### src/rtl/key_sched_pkg.sv
// Shared definitions for the key event scheduler.
// Holds the event type codes, the per-key debounce FSM state encoding and
// small width helper functions used to size ports and counters.
package key_sched_pkg;

    localparam logic [1:0] EV_PRESS   = 2'd0;
    localparam logic [1:0] EV_RELEASE = 2'd1;
    localparam logic [1:0] EV_REPEAT  = 2'd2;

    typedef enum logic [1:0] {
        ST_IDLE        = 2'd0,
        ST_PRESS_DEB   = 2'd1,
        ST_HELD        = 2'd2,
        ST_RELEASE_DEB = 2'd3
    } key_state_t;

    // ceil(log2(v)); 0 for v <= 1
    function automatic int clog2(input int v);
        int r;
        r = 0;
        while ((1 << r) < v) r++;
        return r;
    endfunction

    // width of a key index, never narrower than one bit
    function automatic int key_w(input int n);
        return (clog2(n) < 1) ? 1 : clog2(n);
    endfunction

endpackage

### src/rtl/key_event_scheduler_if.sv
// Event port of the key event scheduler: one valid/ready channel carrying
// the index of the key that raised the event and the event type.
//   ev_valid : event available (driven by the scheduler)
//   ev_ready : consumer accepts the event
//   ev_key   : key index
//   ev_type  : EV_PRESS / EV_RELEASE / EV_REPEAT
interface key_event_scheduler_if import key_sched_pkg::*; #(
    parameter int N_KEYS = 4
);
    localparam int KW = key_w(N_KEYS);

    logic          ev_valid;
    logic          ev_ready;
    logic [KW-1:0] ev_key;
    logic [1:0]    ev_type;

    modport master (output ev_valid, output ev_key, output ev_type, input ev_ready);
    modport slave  (input ev_valid, input ev_key, input ev_type, output ev_ready);

endinterface

### src/rtl/key_channel.sv
// One key of the scheduler: two-flop synchroniser, debounce/repeat FSM and
// a single-entry pending event slot.
//   clk, rst  : system clock, synchronous active-high reset
//   tick      : shared sample tick; the FSM only advances on tick cycles
//   raw       : asynchronous button input, 1 = pressed
//   grant     : the arbiter takes the pending slot on this edge
//   level     : debounced key level
//   pend_vld  : pending slot holds an event
//   pend_type : type of the pending event
//   ovf       : a PRESS/RELEASE is overwriting an unserved event this cycle
module key_channel import key_sched_pkg::*; #(
    parameter int DEB_TICKS    = 4,
    parameter int HOLD_TICKS   = 64,
    parameter int REPEAT_TICKS = 16
) (
    input  logic       clk,
    input  logic       rst,
    input  logic       tick,
    input  logic       raw,
    input  logic       grant,
    output logic       level,
    output logic       pend_vld,
    output logic [1:0] pend_type,
    output logic       ovf
);
    localparam int DW   = clog2(DEB_TICKS + 1);
    localparam int HMAX = (HOLD_TICKS > REPEAT_TICKS) ? HOLD_TICKS : REPEAT_TICKS;
    localparam int HW   = clog2(HMAX + 1);
    localparam logic [DW-1:0] DEB_LIM  = DW'(DEB_TICKS);
    localparam logic [HW-1:0] HOLD_LIM = HW'(HOLD_TICKS);
    localparam logic [HW-1:0] REP_LIM  = HW'(REPEAT_TICKS);

    logic          s_meta, s;
    key_state_t    state, state_nx;
    logic [DW-1:0] deb_cnt, deb_nx, deb_inc;
    logic [HW-1:0] hold_cnt, hold_nx, hold_inc, hold_lim;
    logic          rep_mode, rep_nx;
    logic          level_nx;
    logic          post;
    logic [1:0]    post_type;

    always_ff @(posedge clk) begin
        if (rst) begin
            s_meta   <= 1'b0;
            s        <= 1'b0;
            state    <= ST_IDLE;
            deb_cnt  <= '0;
            hold_cnt <= '0;
            rep_mode <= 1'b0;
            level    <= 1'b0;
        end else begin
            s_meta   <= raw;
            s        <= s_meta;
            state    <= state_nx;
            deb_cnt  <= deb_nx;
            hold_cnt <= hold_nx;
            rep_mode <= rep_nx;
            level    <= level_nx;
        end
    end

    // hold_cnt counts towards HOLD_TICKS for the first repeat and towards
    // REPEAT_TICKS afterwards (rep_mode); this is the same cadence as
    // reloading HOLD_TICKS-REPEAT_TICKS but stays valid when REPEAT > HOLD.
    always_comb begin
        state_nx  = state;
        deb_nx    = deb_cnt;
        hold_nx   = hold_cnt;
        rep_nx    = rep_mode;
        level_nx  = level;
        post      = 1'b0;
        post_type = EV_PRESS;
        deb_inc   = deb_cnt + DW'(1);
        hold_inc  = hold_cnt + HW'(1);
        hold_lim  = rep_mode ? REP_LIM : HOLD_LIM;
        if (tick) begin
            case (state)
                ST_IDLE: begin
                    if (s) begin
                        if (DEB_TICKS == 1) begin
                            state_nx = ST_HELD;
                            level_nx = 1'b1;
                            hold_nx  = '0;
                            rep_nx   = 1'b0;
                            deb_nx   = '0;
                            post     = 1'b1;
                        end else begin
                            deb_nx   = DW'(1);
                            state_nx = ST_PRESS_DEB;
                        end
                    end
                end
                ST_PRESS_DEB: begin
                    if (!s) begin
                        state_nx = ST_IDLE;
                        deb_nx   = '0;
                    end else if (deb_inc == DEB_LIM) begin
                        state_nx = ST_HELD;
                        level_nx = 1'b1;
                        hold_nx  = '0;
                        rep_nx   = 1'b0;
                        deb_nx   = '0;
                        post     = 1'b1;
                    end else begin
                        deb_nx = deb_inc;
                    end
                end
                ST_HELD: begin
                    if (s) begin
                        if (hold_inc == hold_lim) begin
                            hold_nx   = '0;
                            rep_nx    = 1'b1;
                            post      = 1'b1;
                            post_type = EV_REPEAT;
                        end else begin
                            hold_nx = hold_inc;
                        end
                    end else if (DEB_TICKS == 1) begin
                        state_nx  = ST_IDLE;
                        level_nx  = 1'b0;
                        deb_nx    = '0;
                        post      = 1'b1;
                        post_type = EV_RELEASE;
                    end else begin
                        deb_nx   = DW'(1);
                        state_nx = ST_RELEASE_DEB;
                    end
                end
                ST_RELEASE_DEB: begin
                    if (s) begin
                        state_nx = ST_HELD;
                        deb_nx   = '0;
                    end else if (deb_inc == DEB_LIM) begin
                        state_nx  = ST_IDLE;
                        level_nx  = 1'b0;
                        deb_nx    = '0;
                        post      = 1'b1;
                        post_type = EV_RELEASE;
                    end else begin
                        deb_nx = deb_inc;
                    end
                end
                default: state_nx = ST_IDLE;
            endcase
        end
    end

    // A slot granted on this edge counts as empty, so a same-edge post is kept.
    assign ovf = post && pend_vld && !grant && (post_type != EV_REPEAT);

    always_ff @(posedge clk) begin
        if (rst) begin
            pend_vld  <= 1'b0;
            pend_type <= EV_PRESS;
        end else if (post) begin
            if (!pend_vld || grant) begin
                pend_vld  <= 1'b1;
                pend_type <= post_type;
            end else if (post_type != EV_REPEAT) begin
                pend_type <= post_type;
            end
        end else if (grant) begin
            pend_vld <= 1'b0;
        end
    end

endmodule

### src/rtl/key_event_scheduler.sv
// Multi-button front end: shared sample tick, one debounce channel per key
// and a round-robin arbiter serialising PRESS/RELEASE/REPEAT events onto a
// single valid/ready port.
//   clk, rst  : system clock, synchronous active-high reset
//   key_raw   : asynchronous buttons, 1 = pressed
//   key_level : debounced level per key
//   ev        : event port (master side of key_event_scheduler_if)
//   overflow  : sticky; a PRESS/RELEASE overwrote an unserved event
module key_event_scheduler import key_sched_pkg::*; #(
    parameter int N_KEYS       = 4,
    parameter int TICK_DIV     = 16,
    parameter int DEB_TICKS    = 4,
    parameter int HOLD_TICKS   = 64,
    parameter int REPEAT_TICKS = 16
) (
    input  logic                  clk,
    input  logic                  rst,
    input  logic [N_KEYS-1:0]     key_raw,
    output logic [N_KEYS-1:0]     key_level,
    key_event_scheduler_if.master ev,
    output logic                  overflow
);
    localparam int KW = key_w(N_KEYS);
    localparam int TW = clog2(TICK_DIV);

    logic [TW-1:0]     tick_cnt;
    logic              tick;
    logic [N_KEYS-1:0] pend_vld, ovf_vec, grant_vec;
    logic [1:0]        pend_type [N_KEYS];
    logic [KW-1:0]     rr_ptr, grant_idx, rr_nx;
    logic              grant_any, load;

    assign tick = (tick_cnt == TW'(TICK_DIV - 1));

    always_ff @(posedge clk) begin
        if (rst)       tick_cnt <= '0;
        else if (tick) tick_cnt <= '0;
        else           tick_cnt <= tick_cnt + TW'(1);
    end

    for (genvar i = 0; i < N_KEYS; i++) begin : g_key
        key_channel #(
            .DEB_TICKS   (DEB_TICKS),
            .HOLD_TICKS  (HOLD_TICKS),
            .REPEAT_TICKS(REPEAT_TICKS)
        ) u_ch (
            .clk      (clk),
            .rst      (rst),
            .tick     (tick),
            .raw      (key_raw[i]),
            .grant    (grant_vec[i]),
            .level    (key_level[i]),
            .pend_vld (pend_vld[i]),
            .pend_type(pend_type[i]),
            .ovf      (ovf_vec[i])
        );
    end

    // Round-robin search: first pending key at or after rr_ptr.
    always_comb begin
        grant_vec = '0;
        grant_any = 1'b0;
        grant_idx = '0;
        load      = !ev.ev_valid || ev.ev_ready;
        if (load) begin
            for (int k = 0; k < N_KEYS; k++) begin
                if (!grant_any && pend_vld[(int'(rr_ptr) + k) % N_KEYS]) begin
                    grant_any = 1'b1;
                    grant_idx = KW'((int'(rr_ptr) + k) % N_KEYS);
                end
            end
        end
        if (grant_any) grant_vec[grant_idx] = 1'b1;
        rr_nx = (grant_idx == KW'(N_KEYS - 1)) ? '0 : grant_idx + KW'(1);
    end

    always_ff @(posedge clk) begin
        if (rst) begin
            ev.ev_valid <= 1'b0;
            ev.ev_key   <= '0;
            ev.ev_type  <= EV_PRESS;
            rr_ptr      <= '0;
            overflow    <= 1'b0;
        end else begin
            if (grant_any) begin
                ev.ev_valid <= 1'b1;
                ev.ev_key   <= grant_idx;
                ev.ev_type  <= pend_type[grant_idx];
                rr_ptr      <= rr_nx;
            end else if (load) begin
                ev.ev_valid <= 1'b0;
            end
            overflow <= overflow | (|ovf_vec);
        end
    end

endmodule

### src/flat_wrapper.sv
// flat-port wrapper written by rule: the top's interface ports become plain ports
module key_event_scheduler_flat import key_sched_pkg::*;
#(
    parameter int N_KEYS       = 4,
    parameter int TICK_DIV     = 16,
    parameter int DEB_TICKS    = 4,
    parameter int HOLD_TICKS   = 64,
    parameter int REPEAT_TICKS = 16
)
  (clk, rst, key_raw, key_level, overflow, ev_ev_valid, ev_ev_key, ev_ev_type, ev_ev_ready);
  key_event_scheduler_if #(.N_KEYS(N_KEYS)) ev_i ();
  input  logic clk;
  input  logic rst;
  input  logic [N_KEYS-1:0] key_raw;
  output logic [N_KEYS-1:0] key_level;
  output logic overflow;
  output wire logic [$bits(ev_i.ev_valid)-1:0] ev_ev_valid;
  output wire logic [$bits(ev_i.ev_key)-1:0] ev_ev_key;
  output wire logic [$bits(ev_i.ev_type)-1:0] ev_ev_type;
  input wire logic [$bits(ev_i.ev_ready)-1:0] ev_ev_ready;
  assign ev_ev_valid = ev_i.ev_valid;
  assign ev_ev_key = ev_i.ev_key;
  assign ev_ev_type = ev_i.ev_type;
  assign ev_i.ev_ready = ev_ev_ready;
  key_event_scheduler #(.N_KEYS(N_KEYS), .TICK_DIV(TICK_DIV), .DEB_TICKS(DEB_TICKS), .HOLD_TICKS(HOLD_TICKS), .REPEAT_TICKS(REPEAT_TICKS)) u_core (.clk(clk), .rst(rst), .key_raw(key_raw), .key_level(key_level), .ev(ev_i), .overflow(overflow));
endmodule
### config.mk
export PLATFORM = sky130hd
export DESIGN_NAME = key_event_scheduler_flat
export DESIGN_NICKNAME = d
export VERILOG_FILES = /design/src/rtl/key_sched_pkg.sv /design/src/rtl/key_event_scheduler_if.sv /design/src/rtl/key_channel.sv /design/src/rtl/key_event_scheduler.sv /design/src/flat_wrapper.sv
export SDC_FILE = /design/constraint.sdc
export NUM_CORES = 1
export LEC_CHECK = 0
export ABC_AREA = 1
export BUFFER_PORTS_ARGS = -buffer_cell sky130_fd_sc_hd__buf_4
export CORE_AREA = 2 2 119 121
export DETAILED_ROUTE_END_ITERATION = 8
export DIE_AREA = 0 0 121 123
export PLACE_DENSITY = 0.65
export SETUP_SLACK_MARGIN = 0.02
export SYNTH_ARGS = -nofsm -noshare
export SYNTH_HDL_FRONTEND = slang
export SYNTH_SLANG_ARGS = --single-unit
### constraint.sdc
create_clock -name clk -period 2.7 [get_ports clk]
set_clock_uncertainty 0.2 [all_clocks]
set_input_delay 0 -clock clk [delete_from_list [all_inputs] [get_ports clk]]
set_output_delay 0 -clock clk [all_outputs]
set_load 0.02 [all_outputs]
# ---- After elaboration in Yosys (flattened, before gate mapping)
# Cells that the tools add are included.
# W data, S select, Z words.
dict set report op_classes {
  n_lt_le_gt_ge 7
  n_reduce_logical 87
  mux 217
  n_eq_ne 70
  n_addsub 13
  n_bitwise 5
}
# operator count
set ops {}
lappend ops {{$mux W7} 20}
lappend ops {{$mux W2} 52}
lappend ops {{$mux W1} 90}
lappend ops {{$ne A2 B2 Y1 const B} 36}
lappend ops {{$mux W3} 20}
lappend ops {{$pmux W7 S2} 4}
lappend ops {{$pmux W3 S4} 4}
lappend ops {{$reduce_and A6 Y1} 8}
lappend ops {{$reduce_and A5 Y1} 8}
lappend ops {{$reduce_bool A2 Y1} 17}
lappend ops {{$pmux W2 S4} 4}
lappend ops {{$add A7 B1 Y7 const B} 4}
lappend ops {{$eq A7 B7 Y1} 4}
lappend ops {{$ne A3 B3 Y1 const B} 8}
lappend ops {{$eq A2 B2 Y1 const B} 9}
lappend ops {{$logic_and A1 B1 Y1} 16}
lappend ops {{$pmux W1 S2} 8}
lappend ops {{$pmux W2 S2} 4}
lappend ops {{$reduce_and A2 Y1} 8}
lappend ops {{$add A3 B1 Y3 const B} 4}
lappend ops {{$eq A3 B3 Y1 const B} 4}
lappend ops {{$logic_not A1 Y1} 12}
lappend ops {{$lt A3 B4 Y1 const B} 3}
lappend ops {{$pmux W1 S3} 4}
lappend ops {{other kinds (21)} 48}
dict set report word_totals {
  inputBits 7
  ff_bits 88
}

# ---- Depth between registers and ports, before layout
# Gate-level depths: netlist of run 1.
dict set report depth {
  word_depth 27
  mapped_depth 19
}

# ---- Cells and area by module
# A second synthesis of run 1 with hierarchy kept.
dict set report unflattened {
  cells_unflattened 858
  area_unflattened_um2 5768.0
}
# mod cells_per_inst seq_area_each_um2 n_inst area_per_inst_um2
set by_module_without_submodules {}
lappend by_module_without_submodules {{key_channel (u_core.g_key[2].u_ch ...)} 180 380.4 2 1207.4}
lappend by_module_without_submodules {{key_channel (u_core.g_key[0].u_ch)} 173 380.4 1 1187.4}
lappend by_module_without_submodules {{key_channel (u_core.g_key[1].u_ch)} 174 380.4 1 1181.1}
lappend by_module_without_submodules {key_event_scheduler 151 240.2 1 984.7}

# ---- Worst setup path after synthesis of run 1
# OpenSTA, ideal clock, no wires.
dict set report synth_path {
  path_type {reg-to-reg}
  from {reg u_core.rr_ptr[0]}
  to {reg u_core.overflow}
  synth_period_minus_slack_ps 2215
  setup_time_ps 128
  stages_incl_launch_ff 20
  slack_ps 485
  arrival_ps 1888
  path_buffers 1
  cell_sequence {dfxtp_1 -> buf_6 -> inv_4 -> nand2_1 -> nand2_2 -> nand2_4 -> nand2_4 -> nor2_8 -> nand3_2 -> nand4_1 -> nand3_2 -> inv_2 -> ha_1 -> inv_1 -> o21ai_2 -> nor2_1 -> nand3_1 -> nand2_1 -> nor2_1 -> nor2_1}
}
dict set report synth_via {
  elab_chain_len 26
}
# item line
set synth_rtl {}
lappend synth_rtl {{start, declared} key_event_scheduler.sv:30} ;# logic [KW-1:0] rr_ptr, grant_idx, rr_nx;
lappend synth_rtl {{start signal, assigned} key_event_scheduler.sv:89} ;# rr_ptr <= rr_nx;
lappend synth_rtl {{branches (longest 14 deep; another with $add A2 B1 Y2)} --}
lappend synth_rtl {{$mux W2 *} key_event_scheduler.sv:67} ;# if (!grant_any && pend_vld[(int'(rr_ptr) + k) % N_KEYS]) begin
lappend synth_rtl {{$mux W2 *} key_event_scheduler.sv:65} ;# if (load) begin
lappend synth_rtl {{named net u_core.grant_idx[1]} key_event_scheduler.sv:30}
lappend synth_rtl {{$lt A2 B3 Y1 (not written as such) / $ge A2 B1 Y1 (equally long branches)} key_event_scheduler.sv:73} ;# if (grant_any) grant_vec[grant_idx] = 1'b1;
lappend synth_rtl {{$logic_and A1 B1 Y1 (not written as such)} key_event_scheduler.sv:73}
lappend synth_rtl {{$mux W1 (not written as such)} key_event_scheduler.sv:73}
lappend synth_rtl {{$demux W1 S2 *} --}
lappend synth_rtl {{$mux W4 *} key_event_scheduler.sv:73}
lappend synth_rtl {{$logic_not A1 Y1} key_channel.sv:149} ;# assign ovf = post && pend_vld && !grant && (post_type != EV_REPEAT);
lappend synth_rtl {{$logic_and A1 B1 Y1 (2 in series)} key_channel.sv:149}
lappend synth_rtl {{$reduce_or A4 Y1 *} key_event_scheduler.sv:93} ;# overflow <= overflow | (|ovf_vec);
lappend synth_rtl {{$or A1 B1 Y1 *} key_event_scheduler.sv:93}
lappend synth_rtl {{end signal, assigned} key_event_scheduler.sv:93}
lappend synth_rtl {{end, declared} key_event_scheduler.sv:21} ;# output logic overflow
# Mark *: on every way through the listed nets, which the timed path passes. The select of a mux whose other input is x is not followed.
# A chain may end at the register's enable or synchronous reset.

# ---- Worst setup path in the final report of run 1
dict set report layout_path {
  from {reg u_core.rr_ptr[0]}
  to {reg u_core.overflow}
}
dict set report layout_via {
  elab_chain_len 26
}
# item line
set layout_rtl {}
lappend layout_rtl {{branches (longest 20 deep; another with $add A2 B1 Y2)} --}
lappend layout_rtl {{$mux W4 *} key_event_scheduler.sv:73}
lappend layout_rtl {{$logic_not A1 Y1} key_channel.sv:149}
lappend layout_rtl {{$logic_and A1 B1 Y1 (2 in series)} key_channel.sv:149}
lappend layout_rtl {{$reduce_or A4 Y1 *} key_event_scheduler.sv:93}
lappend layout_rtl {{$or A1 B1 Y1 *} key_event_scheduler.sv:93}
# Mark *: on every way between the ends. The select of a mux whose other input is x is not followed.

==> flow_summary.json, run 1 <==
{
  "run_status": "finished, final reports clean",
  "maxCapViolations": 0,
  "n_antenna_cell": 0,
  "required_ns": 2.78,
  "synth_area_mm2": 0.00537,
  "critPathArrivalTime_ns": 2.53,
  "seqCellArea_mm2": 0.00176,
  "slowest_delay_ns": 0.31,
  "layout.nets": 833,
  "hold_path_class": "in -> reg",
  "ant_nets": 0,
  "crit_fanout": 10,
  "clkSlewWorstSetupHoldPaths_ns": 0.07,
  "timing.final.max_slew_violations": 0,
  "crit_chain": "buf_4 -> inv_4 -> nand2_2 -> nand3_2 -> nand2_2 -> nor2_8 -> nand3_2 -> nand2_2 -> nand3_4 -> ha_1 -> nand3_1 -> nand2_1 -> nor2_1 -> nand3_1 -> nand3_1 -> nor2_1 -> nor2_1",
  "cts_root_buffer": "clkbuf_16",
  "dpl.cell_count": 957,
  "yosys_warnings": 0,
  "relSlewSlack_pct": 35.6,
  "place.detailed.hpwl_um": 7880,
  "io-pin-count": 17,
  "instances_no_fill": 978,
  "post-route-util_pct": 44.4,
  "grt_pass1_wl_um": 19100,
  "fin_crit_ns": 2.45,
  "cts_max_level": 3,
  "vias": 4765,
  "antenna_found_initial": 0,
  "overflow": 0,
  "leakagePower_nw": 2.58,
  "ys_types": 48,
  "wirelength_um": 11000,
  "tns_ns": 0,
  "syn_nets": 814,
  "fillers": 1387,
  "crit_buf_inv": 2,
  "max_freq_ghz": 0.409,
  "netlist_instances": 774,
  "via_per_inst": 4.87,
  "worstSetupStartpointType": "flip-flop",
  "finalSetupViolCount": 0,
  "synth.ff_latch_count": 88,
  "drt_iter0_markers": 277,
  "io_buffers": 16,
  "avgRoutedWirePerCell_um": 11.3,
  "endpoint_kind": "flip-flop",
  "r2r_start": "u_core.rr_ptr[0]$_SDFFE_PP0P_",
  "first_pass_iters": 4,
  "dieArea_mm2": 0.0149,
  "area_delta_synth_final_pct": 12.6,
  "power_mw": 3.23,
  "ys_seq_area_share_pct": 32.8,
  "die_w_um": 121,
  "hold_start": "rst",
  "drive_gt1_share_pct": 12.7,
  "insertion_delay_ns": 0.34,
  "numCtsBuffers": 9,
  "rsz0062_at_grt": "false",
  "rows": 43,
  "worst_pin_slew_ns": 0.965,
  "start_util_pct": 39.4,
  "grt_pass1_vias": 4285,
  "crit_type": "reg -> reg",
  "critPathLaunch": "u_core.rr_ptr[0]$_SDFFE_PP0P_",
  "core_area_mm2": 0.0136,
  "fin_crit_sh_pct": 90.6,
  "cp_slowest_cell": "dfxtp_1",
  "vdd_ir_drop_max_v": 0.000312,
  "r2r_slack_ns": 0.25,
  "cp_top_family": "simple AND/OR/NAND/NOR gates",
  "synth.avg_cell_area_um2": 6.93,
  "power.density_mw_per_mm2": 534,
  "cts_tree": "yes",
  "drc": 0,
  "grt_max_degree": 61,
  "cts_buffer_depth": 2,
  "holdWs_ns": 0.0869,
  "hold_viol_final": 0,
  "die_h_um": 123,
  "track_usage_pct": 15.7,
  "gp_congestion": 0.813,
  "multi_input_area_mm2": 0.00308,
  "cts.sinks": 88
}
sequential cells by signal, summed over array words and instances (netlist names), 2 cells and up, named ones only:
| signal | cells |
|---|---|
| u_core.g_key.u_ch.pend_type | 8 |
| u_core.g_key.u_ch.state | 4 |
| u_core.g_key.u_ch.pend_vld | 4 |
| u_core.ev.ev_type | 2 |
| u_core.rr_ptr | 2 |
| u_core.g_key.u_ch.hold_cnt | 28 |
| u_core.g_key.u_ch.s | 4 |
| u_core.g_key.u_ch.rep_mode | 4 |
| u_core.tick_cnt | 4 |
| u_core.g_key.u_ch.s_meta | 4 |
| u_core.g_key.u_ch.deb_cnt | 12 |
| u_core.ev.ev_key | 2 |
| u_core.g_key.u_ch.level | 4 |
power breakdown:
part,switching (mW),leakage [nW],internal (mW)
sequential,0.0280,0.712,1.34
combinational,0.317,1.72,0.175
clock,0.548,0.153,0.820
synthesized netlist by cell type, drive strengths merged:
cell type | instances | area [µm²]
a211oi | 7 | 57.6
a21oi | 79 | 422
a221oi | 1 | 8.76
a31oi | 3 | 18.8
and3 | 1 | 6.26
buf | 9 | 67.6
clkbuf | 12 | 46.3
clkinv | 2 | 17.5
dfxtp | 88 | 1760
ha | 33 | 413
inv | 105 | 402
nand2 | 190 | 786
nand3 | 74 | 425
nand3b | 4 | 30.0
nand4 | 12 | 75.1
nor2 | 88 | 398
nor3 | 7 | 40.0
nor3b | 1 | 12.5
o2111ai | 1 | 8.76
o211a | 3 | 30.0
o211ai | 2 | 20.0
o21a | 2 | 15.0
o21ai | 34 | 174
o21bai | 3 | 26.3
or2 | 3 | 18.8
xnor2 | 1 | 8.76
xor2 | 9 | 78.8
worst reg2reg max path: stages, from the launching register on:
cell,delay [ns]
dfxtp_1,0.31
buf_4,0.15
inv_4,0.09
nand2_2,0.06
nand3_2,0.07
nand2_2,0.11
nor2_8,0.16
nand3_2,0.09
nand2_2,0.10
nand3_4,0.16
ha_1,0.25
nand3_1,0.15
nand2_1,0.10
nor2_1,0.09
nand3_1,0.09
nand3_1,0.10
nor2_1,0.04
nor2_1,0.06
layout by cell type, fill, tap and decap left out, types with 5 or more instances in the layout:
| cell | instances |
|---|---|
| xor2_1 | 9 |
| inv_2 | 6 |
| a211oi_1 | 6 |
| o21ai_1 | 5 |
| nand2_1 | 171 |
| nor2_1 | 78 |
| dlygate4sd3_1 | 5 |
| nor2_2 | 5 |
| a21oi_1 | 74 |
| dfxtp_1 | 88 |
| ha_1 | 33 |
| nor3_1 | 6 |
| nand3_1 | 66 |
| clkbuf_16 | 9 |
| nand3_2 | 5 |
| o21ai_0 | 28 |
| nand2_4 | 5 |
| nand4_1 | 12 |
| buf_4 | 24 |
| nand2_2 | 14 |
| inv_1 | 96 |
layout make-up:
class | instances | share of cell area, %
clock inverters | 7 | 1.68
clock buffers | 9 | 3.73
inverters | 107 | 6.94
multi-input cells | 558 | 51.0
well taps | 180 | 3.73
flip-flops and latches | 88 | 29.2
repair buffers | 29 | 3.81
routing by layer:
metal | GRT usage (%) | up-vias | share of wire, %
met2 | 24.9 | 46 | 45
met4 | 5.60 | 0 | 1.3
li1 | - | 2553 | -
met3 | 3.41 | 10 | 2.7
met5 | 0 | - | 0
met1 | 20.9 | 2156 | 51
final timing paths:
| path | cells past startpoint | end |
|---|---|---|
| max reg2reg | 17 | u_core.overflow$_SDFF_PP0_ |
| min reg2reg | 2 | u_core.g_key[2].u_ch.s$_SDFF_PP0_ |
| max | 17 | u_core.overflow$_SDFF_PP0_ |
| min | 3 | u_core.g_key[0].u_ch.s_meta$_SDFF_PP0_ |
logic make-up after synthesis:
group	share of synthesized area, %
AOI/OAI and AO/OA	14.5
xor gates and xnor gates	1.63
adders and majority gates	7.69
buffers and inverters	9.93
DFF	32.8
and+or+nand+nor	33.4
repair_timing:
item	4_1_cts	5_1_grt
resized for setup	0	1
endpoints found under the hold margin	5	0
hold buffers	5	0
setup endpoints to repair	0	1
buffers inserted	0	0
per-stage QoR:
stage,instance area (µm²),setup WS [ns]
final,6040,0.253
after global routing,6040,0.0218
after CTS,6040,0.234
after detailed placement,5660,0.248
after global placement,5660,0.301
after floorplan,5370,0.485
Power figures use the tool's default switching activity.
==> run 2: changes to the inputs <==
--- a/config.mk
+++ b/config.mk
@@ -7,10 +7,11 @@
 export LEC_CHECK = 0
 export ABC_AREA = 1
 export BUFFER_PORTS_ARGS = -buffer_cell sky130_fd_sc_hd__buf_4
-export CORE_AREA = 2 2 119 121
+export CORE_AREA = 2 2 91 159
 export DETAILED_ROUTE_END_ITERATION = 8
-export DIE_AREA = 0 0 121 123
-export PLACE_DENSITY = 0.65
+export DIE_AREA = 0 0 93 161
+export PLACE_DENSITY = 0.64
+export REMOVE_ABC_BUFFERS = 1
 export SETUP_SLACK_MARGIN = 0.02
 export SYNTH_ARGS = -nofsm -noshare
 export SYNTH_HDL_FRONTEND = slang
==> constraint.sdc (replaced) <==
create_clock -name clk -period 2.7 [get_ports clk]
set_clock_uncertainty 0.2 [all_clocks]
set_input_delay 0.405 -clock clk [delete_from_list [all_inputs] [get_ports clk]]
set_output_delay 0.405 -clock clk [all_outputs]
set_load 0.02 [all_outputs]
==> run 2 against run 1 <==
Final cell count shrank 1.0%. Combinational power fell by 2%. Power increased by 4.6%. Flip-flop and latch count did not move. Utilization decreased by 0.53 points. Via count grew 1.2%. First-iteration DRC count fell by 26%. Final area down 0.60%. Hold slack got worse by 0.027 ns. Critical path type unchanged. Critical endpoint unchanged. Highest routed layer unchanged.
==> flow_summary.json, run 2 (synthesis results as in run 1) <==
{
  "cts.sinks": 88,
  "crit_path_end": "u_core.overflow$_SDFF_PP0_",
  "fin_crit_ns": 2.42,
  "worst_pin_slew_ns": 0.354,
  "vdd_ir_drop_max_v": 0.000286,
  "dieArea_mm2": 0.0150,
  "drc": 0,
  "gp_congestion": 0.869,
  "worstRegToRegCells": 18,
  "drt_iter0_markers": 206,
  "cts_root_buffer": "clkbuf_16",
  "critPathLaunch": "u_core.rr_ptr[0]$_SDFFE_PP0P_",
  "endpoint_kind": "flip-flop",
  "cp_slowest_cell": "dfxtp_4",
  "fin_crit_sh_pct": 89.5,
  "power.density_mw_per_mm2": 562,
  "final_cell_mix": "nand2_1 (171), inv_1 (96), dfxtp_1 (86)",
  "ant_nets": 0,
  "fillers": 1479,
  "io-pin-count": 17,
  "regMostFlops": "u_core.g_key.u_ch.hold_cnt",
  "max_freq_ghz": 0.414,
  "hold_start": "key_raw[0]",
  "cts_max_level": 3,
  "finalSetupViolCount": 0,
  "overflow": 0,
  "crit_fanout": 8,
  "cts_tree": "yes",
  "leakagePower_nw": 2.57,
  "worstSetupStartpointType": "flip-flop",
  "hold_path_class": "in -> reg",
  "wirelength_um": 11500,
  "grt_pass1_wl_um": 20300,
  "timing.final.max_slew_violations": 0,
  "grt_pass1_vias": 4688,
  "io_buffers": 16,
  "hold_viol_final": 0,
  "avgRoutedWirePerCell_um": 11.8,
  "crit_chain": "buf_4 -> nand2_1 -> nand2_2 -> nand2_2 -> nand2_4 -> nor2_8 -> nand3_2 -> nand4_1 -> nand3_2 -> inv_2 -> ha_1 -> inv_1 -> o21ai_2 -> nor2_1 -> nand3_1 -> nand2_1 -> nor2_1 -> nor2_1",
  "critPathArrivalTime_ns": 2.44,
  "die_w_um": 93,
  "via_per_inst": 4.98,
  "track_usage_pct": 16.5,
  "vias": 4822,
  "maxCapViolations": 0,
  "holdWs_ns": 0.0600,
  "area_delta_synth_final_pct": 11.9,
  "start_util_pct": 39.2,
  "clkSlewWorstSetupHoldPaths_ns": 0.07,
  "rsz0062_at_grt": "false",
  "multi_input_area_mm2": 0.00307,
  "grt_max_degree": 31,
  "rr_endpoint": "u_core.overflow$_SDFF_PP0_",
  "numCtsBuffers": 9,
  "run_status": "finished, final reports clean",
  "layout.nets": 826,
  "seqCellArea_mm2": 0.00177,
  "n_antenna_cell": 0,
  "largestRegisters": "u_core.g_key.u_ch.hold_cnt (28), u_core.g_key.u_ch.deb_cnt (12), u_core.g_key.u_ch.pend_type (8)",
  "required_ns": 2.72,
  "r2r_slack_ns": 0.28,
  "insertion_delay_ns": 0.34,
  "crit_type": "reg -> reg",
  "first_pass_iters": 6,
  "core_area_mm2": 0.0137,
  "tns_ns": 0,
  "place.detailed.hpwl_um": 8700,
  "antenna_found_initial": 0,
  "cts_buffer_depth": 2,
  "worst_path_most_repeated_cell": "nor2_1",
  "mostFrequentLayoutCell": "nand2_1",
  "rows": 57,
  "r2r_start": "u_core.rr_ptr[0]$_SDFFE_PP0P_",
  "drive_gt1_share_pct": 12.5,
  "relSlewSlack_pct": 76.3,
  "die_h_um": 161,
  "largest_reg_flops": 28,
  "slowest_delay_ns": 0.38
}
## run 2: cell types whose count changed in the layout (fill, tap and decap cells not counted)
cell           before  now
dlygate4sd3_1       5    0
inv_6               3    0
buf_4              24   22
bufinv_16           2    4
clkbuf_1            0    2
clkinvlp_4          2    0
dfxtp_1            88   86
clkinv_4            2    3
dfxtp_2             0    1
dfxtp_4             0    1
nand3_2             5    6
nand3_4             3    2
## run 2: stage by stage
step	power, mW	utilization (%)	cell area (µm²)	instances	worst slack, ns
floorplan	1.74	-	5250	753	0.368
global placement	1.88	41.2	5640	952	0.209
detailed placement	1.89	41.2	5640	952	0.186
CTS	3.41	43.8	6000	968	0.153
global route	3.53	43.9	6010	968	0.0298
finish	3.37	43.9	6010	968	0.282
## run 2: worst min-delay path by stage
stage | to | cells after the start
2_1_floorplan | u_core.g_key[0].u_ch.s$_SDFF_PP0_ | 2
3_3_place_gp | u_core.g_key[0].u_ch.s$_SDFF_PP0_ | 2
3_5_place_dp | u_core.g_key[0].u_ch.s$_SDFF_PP0_ | 2
4_1_cts | u_core.g_key[0].u_ch.s_meta$_SDFF_PP0_ | 3
5_1_grt | u_core.g_key[2].u_ch.s_meta$_SDFF_PP0_ | 3
6_report | u_core.g_key[0].u_ch.s_meta$_SDFF_PP0_ | 3
## run 2: power by group
part,switching (mW),total [mW],internal (mW)
registers,0.0346,1.38,1.34
logic,0.318,0.484,0.167
clock network,0.514,1.51,1.00
## run 2: final cells by class
| cell class | instances | share of cell area (%) |
|---|---|---|
| tap | 177 | 3.69 |
| sequential | 88 | 29.4 |
| multi-input combinational | 558 | 51.2 |
| clock inverter | 5 | 2.15 |
| inverter | 107 | 6.98 |
| timing repair buffer | 22 | 2.75 |
| clock buffer | 11 | 3.87 |
## run 2: worst max-delay path, delay by kind of cell, from the launching register on
family,cells,cell delay (ns)
AND/OR/NAND/NOR,13,1.04
flip-flops,1,0.38
buffers and inverters,3,0.35
adder cells (fa/ha/maj),1,0.19
AO/OA/AOI/OAI,1,0.14
## run 2: layer usage
layer / share of wire [%] / track usage [%]
met3: 2.1 / 2.94
met1: 40 / 17.1
met2: 55 / 31.4
met4: 2.7 / 7.22
met5: 0 / 0
## run 2: what timing repair did
| action | 4_1_cts | 5_1_grt |
|---|---|---|
| resized for setup | 0 | 3 |
| hold buffers | 0 | 0 |
| endpoints found under the setup margin | 0 | 4 |
| buffers inserted | 0 | 0 |
==> run 3: changes to the inputs <==
==> constraint.sdc (replaced) <==
create_clock -name clk -period 2.85 [get_ports clk]
set_clock_uncertainty 0.2 [all_clocks]
set_input_delay 0.4275 -clock clk [delete_from_list [all_inputs] [get_ports clk]]
set_output_delay 0.4275 -clock clk [all_outputs]
set_load 0.02 [all_outputs]
==> run 3 against run 2 <==
Sequential share of layout area hardly changed. Flip-flop and latch count unchanged. Wire length increased by 0.77%. Largest cell class unchanged. Highest routed layer unchanged.
==> flow_summary.json, run 3 (synthesis results as in run 1) <==
{
  "cts_max_level": 3,
  "vias": 4771,
  "cts_buffer_depth": 2,
  "drive_gt1_share_pct": 12.3,
  "hold_start": "key_raw[0]",
  "avgRoutedWirePerCell_um": 11.9,
  "antenna_found_initial": 0,
  "rows": 57,
  "fin_crit_ns": 2.49,
  "worst_pin_slew_ns": 0.408,
  "regMostFlops": "u_core.g_key.u_ch.hold_cnt",
  "rsz0062_at_grt": "false",
  "track_usage_pct": 16.7,
  "power.density_mw_per_mm2": 536,
  "r2r_start": "u_core.rr_ptr[1]$_SDFFE_PP0P_",
  "place.detailed.hpwl_um": 8590,
  "setup_slack_ns": 0.358,
  "leakagePower_nw": 2.56,
  "rr_endpoint": "u_core.overflow$_SDFF_PP0_",
  "instances_no_fill": 966,
  "cts.sinks": 88,
  "required_ns": 2.88,
  "min_path_cells": 3,
  "drc": 0,
  "cp_slowest_cell": "dfxtp_1",
  "crit_chain": "inv_2 -> nand2_2 -> nand2_4 -> nand2_4 -> nand2_4 -> nor2_8 -> nand3_2 -> nand4_1 -> nand3_2 -> inv_2 -> ha_1 -> inv_1 -> o21ai_2 -> nor2_1 -> nand3_1 -> nand2_1 -> nor2_1 -> nor2_1",
  "fin_crit_sh_pct": 87.4,
  "run_status": "finished, final reports clean",
  "hold_path_class": "in -> reg",
  "grt_pass1_vias": 4748,
  "worstRegToRegCells": 18,
  "worstSetupStartpointType": "flip-flop",
  "hold_end": "u_core.g_key[0].u_ch.s_meta$_SDFF_PP0_",
  "numCtsBuffers": 9,
  "grt_max_degree": 33,
  "cts_root_buffer": "clkbuf_16",
  "cts_tree": "yes",
  "vdd_ir_drop_max_v": 0.000272,
  "fillers": 1470,
  "area_delta_synth_final_pct": 11.7,
  "overflow": 0,
  "crit_fanout": 6,
  "mostFrequentLayoutCell": "nand2_1",
  "relSlewSlack_pct": 72.8,
  "io-pin-count": 17,
  "r2r_slack_ns": 0.36,
  "dieArea_mm2": 0.0150,
  "seqCellArea_mm2": 0.00176,
  "layout.nets": 824,
  "core_area_mm2": 0.0137,
  "io_buffers": 16,
  "dpl.cell_count": 950,
  "clkSlewWorstSetupHoldPaths_ns": 0.07,
  "gp_congestion": 0.854,
  "ant_nets": 0,
  "place_ws_ns": 0.238,
  "slowest_delay_ns": 0.44,
  "timing.final.max_slew_violations": 0,
  "die_w_um": 93,
  "fin_area_mm2": 0.00600,
  "tns_ns": 0,
  "crit_type": "reg -> reg",
  "die_h_um": 161,
  "endpoint_kind": "flip-flop",
  "start_util_pct": 39.2,
  "grt_pass1_wl_um": 20600,
  "via_per_inst": 4.94,
  "final_cell_mix": "nand2_1 (171), inv_1 (96), dfxtp_1 (87)",
  "placed_area_mm2": 0.00563,
  "max_freq_ghz": 0.401,
  "largestRegisters": "u_core.g_key.u_ch.hold_cnt (28), u_core.g_key.u_ch.deb_cnt (12), u_core.g_key.u_ch.pend_type (8)",
  "wirelength_um": 11500,
  "critPathArrivalTime_ns": 2.52,
  "multi_input_area_mm2": 0.00307,
  "maxCapViolations": 0,
  "largest_reg_flops": 28,
  "drt_iter0_markers": 129,
  "insertion_delay_ns": 0.35,
  "finalSetupViolCount": 0,
  "n_antenna_cell": 0,
  "hold_viol_final": 0,
  "first_pass_iters": 4
}
[run 3: cell type report]
class / instances / share of cell area [%]
Multi-Input combinational cell: 558 / 51.2
Sequential cell: 88 / 29.4
Inverter: 107 / 6.99
Clock buffer: 11 / 4.05
Tap cell: 177 / 3.69
Timing Repair Buffer: 20 / 2.50
Clock inverter: 5 / 2.13
[run 3: stage by stage]
step | hold WS [ns] | utilization (%) | power [mW]
6_report | 0.0773 | 43.8 | 3.21
5_1_grt | 0.0979 | 43.8 | 3.37
3_3_place_gp | 0.189 | 41.1 | 1.77
4_1_cts | 0.0695 | 43.8 | 3.25
3_5_place_dp | 0.195 | 41.1 | 1.77
2_1_floorplan | 0.188 | - | 1.65
[run 3: where the power goes]
part,internal (mW),switching (mW)
clock,0.970,0.497
combinational,0.150,0.291
sequential,1.27,0.0363
total,2.39,0.824
[run 3: repair_timing]
action                     in CTS  in global routing
hold buffers                    0                  0
buffers inserted                0                  0
hold endpoints to repair        0                  0
setup endpoints to repair       0                  3
gates resized for setup         0                  1
[run 3: routing by layer]
layer  track usage, %  wire length (µm)
met5                0                 0
met4             6.55               289
met3             2.99               244
met2             32.6              6460
met1             17.2              4550
[run 3: worst max path at each step]
stage                                  startpoint                                             end  slack, ns  cells after the start
floorplan           u_core.rr_ptr[0]$_SDFFE_PP0P_                      u_core.overflow$_SDFF_PP0_       0.52                     18
global route        u_core.rr_ptr[0]$_SDFFE_PP0P_                      u_core.overflow$_SDFF_PP0_       0.11                     18
global placement    u_core.rr_ptr[0]$_SDFFE_PP0P_  u_core.g_key[1].u_ch.pend_type[0]$_SDFFE_PP0P_       0.27                     15
finish              u_core.rr_ptr[1]$_SDFFE_PP0P_                      u_core.overflow$_SDFF_PP0_       0.36                     18
detailed placement  u_core.rr_ptr[0]$_SDFFE_PP0P_                      u_core.overflow$_SDFF_PP0_       0.24                     18
CTS                 u_core.rr_ptr[0]$_SDFFE_PP0P_                      u_core.overflow$_SDFF_PP0_       0.21                     18
[run 3: critical path, delay by kind of cell (launching register included)]
| family | cells | cell delay, ns |
|---|---|---|
| AND/OR/NAND/NOR | 13 | 1.09 |
| flip-flops | 1 | 0.44 |
| buffers and inverters | 3 | 0.32 |
| adder cells (fa/ha/maj) | 1 | 0.19 |
| AO/OA/AOI/OAI | 1 | 0.14 |
